[config.mk]
export PLATFORM = sky130hd
export DESIGN_NAME = branch_unit
export DESIGN_NICKNAME = d
export VERILOG_FILES = /design/src/rtl/branch_pkg.sv /design/src/rtl/branch_stats.sv /design/src/rtl/branch_unit.sv
export SDC_FILE = /design/constraint.sdc
export NUM_CORES = 1
export LEC_CHECK = 0
export CAP_MARGIN = 25
export CORE_UTILIZATION = 40
export DETAILED_ROUTE_END_ITERATION = 10
export GPL_ROUTABILITY_DRIVEN = 1
export MAX_ROUTING_LAYER = met4
export PLACE_DENSITY = 0.79
export SYNTH_ARGS = -nofsm -noshare
export SYNTH_HDL_FRONTEND = slang
export SYNTH_SLANG_ARGS = --single-unit
export TNS_END_PERCENT = 10
[constraint.sdc]
create_clock -name clk -period 3 [get_ports clk]
set_clock_uncertainty 0.2 [all_clocks]
set_input_delay 0.6 -clock clk [delete_from_list [all_inputs] [get_ports clk]]
set_output_delay 0.6 -clock clk [all_outputs]
set_load 0.02 [all_outputs]
[src/rtl/branch_pkg.sv]
// branch_pkg: shared funct3 encodings and default widths for the branch unit
package branch_pkg;
    localparam int XLEN_DEF  = 64;
    localparam int CNT_W_DEF = 32;
    localparam logic [2:0] F3_BEQ  = 3'b000;
    localparam logic [2:0] F3_BNE  = 3'b001;
    localparam logic [2:0] F3_BLT  = 3'b100;
    localparam logic [2:0] F3_BGE  = 3'b101;
    localparam logic [2:0] F3_BLTU = 3'b110;
    localparam logic [2:0] F3_BGEU = 3'b111;
endpackage

[src/rtl/branch_stats.sv]
// branch_stats: debug statistics for taken branches
//   clk        in   clock
//   rst_n      in   asynchronous active-low reset
//   taken      in   a branch is taken this cycle
//   taken_cnt  out  saturating count of taken branches
//   last_taken out  taken from the previous cycle
module branch_stats
    import branch_pkg::*;
#(
    parameter int CNT_W = CNT_W_DEF
) (
    input  logic             clk,
    input  logic             rst_n,
    input  logic             taken,
    output logic [CNT_W-1:0] taken_cnt,
    output logic             last_taken
);
    always_ff @(posedge clk or negedge rst_n) begin
        if (!rst_n) begin
            taken_cnt  <= '0;
            last_taken <= 1'b0;
        end else begin
            last_taken <= taken;
            // hold at all-ones so the counter never wraps
            if (taken && !(&taken_cnt))
                taken_cnt <= taken_cnt + 1'b1;
        end
    end
endmodule

[src/rtl/branch_unit.sv]
// branch_unit: combinational branch decision for the RV64 datapath plus taken stats
//   clk        in   clock (stats only)
//   rst_n      in   asynchronous active-low reset (stats only)
//   Result     in   ALU result of rs1 - rs2
//   Funct      in   instruction funct3
//   Branch     in   current instruction is a conditional branch
//   BLT/BGE/BEQ/BNE out  per-condition branch taken
//   Taken      out  any branch taken
//   taken_cnt  out  saturating taken-branch count
//   last_taken out  Taken registered from the previous cycle
// Less-than uses only the sign of rs1 - rs2 with no overflow correction, so
// operand pairs whose subtraction overflows are misjudged; BLTU/BGEU never fire.
module branch_unit
    import branch_pkg::*;
#(
    parameter int XLEN  = XLEN_DEF,
    parameter int CNT_W = CNT_W_DEF
) (
    input  logic             clk,
    input  logic             rst_n,
    input  logic [XLEN-1:0]  Result,
    input  logic [2:0]       Funct,
    input  logic             Branch,
    output logic             BLT,
    output logic             BGE,
    output logic             BEQ,
    output logic             BNE,
    output logic             Taken,
    output logic [CNT_W-1:0] taken_cnt,
    output logic             last_taken
);
    logic neg;
    logic zero;

    assign neg  = Result[XLEN-1];
    assign zero = (Result == '0);

    // plain AND terms so an X on Branch shows up on the outputs
    assign BLT   = Branch & (Funct == F3_BLT) & neg;
    assign BGE   = Branch & (Funct == F3_BGE) & ~neg;
    assign BEQ   = Branch & (Funct == F3_BEQ) & zero;
    assign BNE   = Branch & (Funct == F3_BNE) & ~zero;
    assign Taken = BLT | BGE | BEQ | BNE;

    branch_stats #(.CNT_W(CNT_W)) u_stats (
        .clk        (clk),
        .rst_n      (rst_n),
        .taken      (Taken),
        .taken_cnt  (taken_cnt),
        .last_taken (last_taken)
    );
endmodule

==> flow_metrics.env <==
export IMPL_outcome="completed"
export IMPL_synth_top_family_by_area="simple AND/OR/NAND/NOR gates"
export IMPL_wl_per_cell_um=14.5
export IMPL_grt_antenna_before_repair=0
export IMPL_vias=2043
export IMPL_tns_ns=0
export IMPL_routed_wl_um=5620
export IMPL_nNetsFinal=391
export IMPL_use_met1_pct=26.1
export IMPL_synthSimpleGateAreaFrac_pct=41.1
export IMPL_reg2reg_slack_ns=0.67
export IMPL_drt_iter0_drc=111
export IMPL_ys_flop_type="dfrtp_1"
export IMPL_grt_pass1_wl_um=9380
export IMPL_core_area_um2=4850
export IMPL_synth_xor_area_share_pct=13.6
export IMPL_yosysSeqAreaShare_pct=40.1
export IMPL_ys_top_cells_by_count="33 x dfrtp_1, 32 x xnor2_1, 19 x nand2_1"
export IMPL_clock_path_buffers=2
export IMPL_cts_tree="built"
export IMPL_timing_rr_end="u_stats.taken_cnt[30]"
export IMPL_port_buffers=107
export IMPL_synth_cell_types=30
export IMPL_crit_required_ns=2.20
export IMPL_worst_ep_arrival_time_ns=2.20
export IMPL_clk_latency_ns=0.29
export IMPL_start_util_pct=42.5
export IMPL_setup_ws_ns=0.00443
export IMPL_r2r_start="u_stats.taken_cnt[2]"
export IMPL_whs_path_depth=1
export IMPL_die_h_um=73.8
export IMPL_tightest_slew_ns=0.574
export IMPL_fmaxAchievable_ghz=0.334
export IMPL_regArea_um2=826
export IMPL_period_minus_slack_ns=3.00
export IMPL_cts_root_buf="clkbuf_8"
export IMPL_setup_viol=0
export IMPL_pre_cts_ws_ns=-0.711
export IMPL_stdcell_area_um2=3370
export IMPL_synthTopCellsByArea="dfrtp_1 40%, xnor2_1 14%, nand3_2 5.3%"
export IMPL_first_pass_iters=4
export IMPL_synth_area_um2=2060
export IMPL_area_delta_synth_final_pct=63.8
export IMPL_diodes=0
export IMPL_muxShareOfSynthArea_pct=1.52
export IMPL_yosysWarnings=0
export IMPL_crit_path_end_kind="output port"
export IMPL_slew_headroom_pct=61.4
export IMPL_synth_edf_count=0
export IMPL_hold_start="u_stats.taken_cnt[27]"
export IMPL_crit_slowest_cell="nor4_4"
export IMPL_drive_gt1_share_pct=18.7
export IMPL_rsz0062_at_grt="yes"
export IMPL_yosysMostFrequentCell="dfrtp_1"
export IMPL_cts_buffers=5
export IMPL_leakagePower_uw=0.00141
export IMPL_place_area_um2=3250
export IMPL_grt_max_degree=34
export IMPL_multi_input_area_um2=1240
export IMPL_syn_area_per_cell_um2=10.3
export IMPL_cap_viol_max_count=0
export IMPL_rows=25
export IMPL_hpwl_um=4330
export IMPL_yosysTopAreaCell="dfrtp_1"
export IMPL_cts_sinks=33
export IMPL_grt_ovfl_total=0
export IMPL_routabilityCongestion=0.803
export IMPL_worst_r2r_cell_count=6
export IMPL_final_max_slew_viol_count=0
export IMPL_path_cells="dlygate4sd2_1, nor4_2, nand4_1, nor4_4, buf_4, mux2i_4, buf_6"
export IMPL_pin_count=108
export IMPL_first_global_vias=2065
export IMPL_top_usage_layer="met2"
export IMPL_fillers=392
export IMPL_timing_final_crit_share_pct=99.9
export IMPL_drc=0
export IMPL_die_area_um2=5440
export IMPL_min_path_type="reg -> reg"
export IMPL_track_usage_pct=23.5
export IMPL_die_x_um=73.8
export IMPL_worstSetupStartpointType="input pin"
export IMPL_vdd_drop_max_uv=222
export IMPL_syn_inst=200
export IMPL_min_to="u_stats.taken_cnt[27]"
export IMPL_slowest_delay_ns=0.31
export IMPL_use_met3_pct=5.08
export IMPL_clk_pin_slew_ns=0.07
export IMPL_viasPerCell=5.27
export IMPL_grt_use_met2_pct=41.2
export IMPL_synth_top_area_share_pct=40.1
export IMPL_synthArstFlopShare_pct=100
export IMPL_syn_nets=271
export IMPL_final_antenna_net_count=0
export IMPL_hold_viol=0
export IMPL_critical_path_class="in -> out"
export IMPL_path_max_fanout=2
export IMPL_synth_compound_area_share_pct=0
export IMPL_htree_levels=2
export IMPL_cellPowerDensity_nw_per_um2=383
export IMPL_ys_ff_latch=33
export IMPL_synth_adder_area_share_pct=0.608
## flip-flops by register name, summed over array words and instances, names as in the netlist
signal              cells
u_stats.last_taken      1
u_stats.taken_cnt      32
## worst max path at each step
stage / from / to / cells past startpoint
detailed placement: Result[32] / Taken / 6
global placement: Result[32] / Taken / 6
floorplan: Result[0] / BEQ / 4
CTS: Result[56] / Taken / 7
finish: Result[27] / Taken / 7
global route: Result[22] / u_stats.taken_cnt[1] / 9
## where the power goes
| part | leakage (µW) | internal (µW) | total [µW] | switching [µW] |
|---|---|---|---|---|
| Combinational | 0.000901 | 166 | 338 | 172 |
| Clock | 0.0000585 | 271 | 433 | 162 |
| Sequential | 0.000448 | 476 | 522 | 45.5 |
| Total | 0.00141 | 913 | 1290 | 380 |
## layer usage
| layer | part of all wire (%) | vias up |
|---|---|---|
| li1 | - | 973 |
| met1 | 40 | 980 |
| met2 | 53 | 81 |
| met3 | 5.3 | 9 |
| met4 | 1.7 | 0 |
| met5 | 0 | - |
## cells in the final DEF (no fill, tap or decap), types with 11 or more instances in the layout
| cell type | instances |
|---|---|
| dlygate4sd2_1 | 49 |
| xnor2_1 | 32 |
| nand3_2 | 11 |
| dfrtp_1 | 33 |
| nor4_2 | 11 |
| clkdlybuf4s50_1 | 46 |
| nand4_1 | 13 |
| and3_1 | 12 |
| nand2_1 | 19 |
| nand3_1 | 12 |
| buf_4 | 13 |
## repair_timing
action	in CTS	in global routing
pin swaps	21	4
hold endpoints to repair	0	0
setup endpoints to repair	16	9
hold buffers	0	0
buffers inserted	2	0
gates resized for setup	84	6
## stage by stage
step | hold slack, ns | cells | utilization, % | power [µW]
after global placement | 0.280 | 378 | 67.1 | 885
final | 0.292 | 388 | 69.6 | 1290
after CTS | 0.296 | 388 | 69.1 | 1300
after detailed placement | 0.285 | 378 | 67.1 | 893
after global routing | 0.323 | 388 | 69.6 | 1360
after floorplan | 0.104 | 200 | - | 668
## cells by family after synthesis
logic type | Yosys count
XOR/XNOR | 32
adder cells (fa/ha/maj) | 1
buffers and inverters | 10
flip-flops | 33
multiplexers | 3
AND/OR/NAND/NOR | 121
## area by class of cell
class / instances / share of cell area, %
Multi-Input combinational cell: 157 / 36.6
Timing Repair Buffer: 119 / 32.5
Sequential cell: 33 / 24.5
Clock buffer: 7 / 2.56
Tap cell: 67 / 2.49
Clock inverter: 1 / 0.890
Inverter: 4 / 0.445
## critical path, delay by kind of cell
family	cells	cell delay, ns
AND/OR/NAND/NOR	3	0.78
buffers and inverters	3	0.56
multiplexers	1	0.26
(Power assumes the default switching activity.)
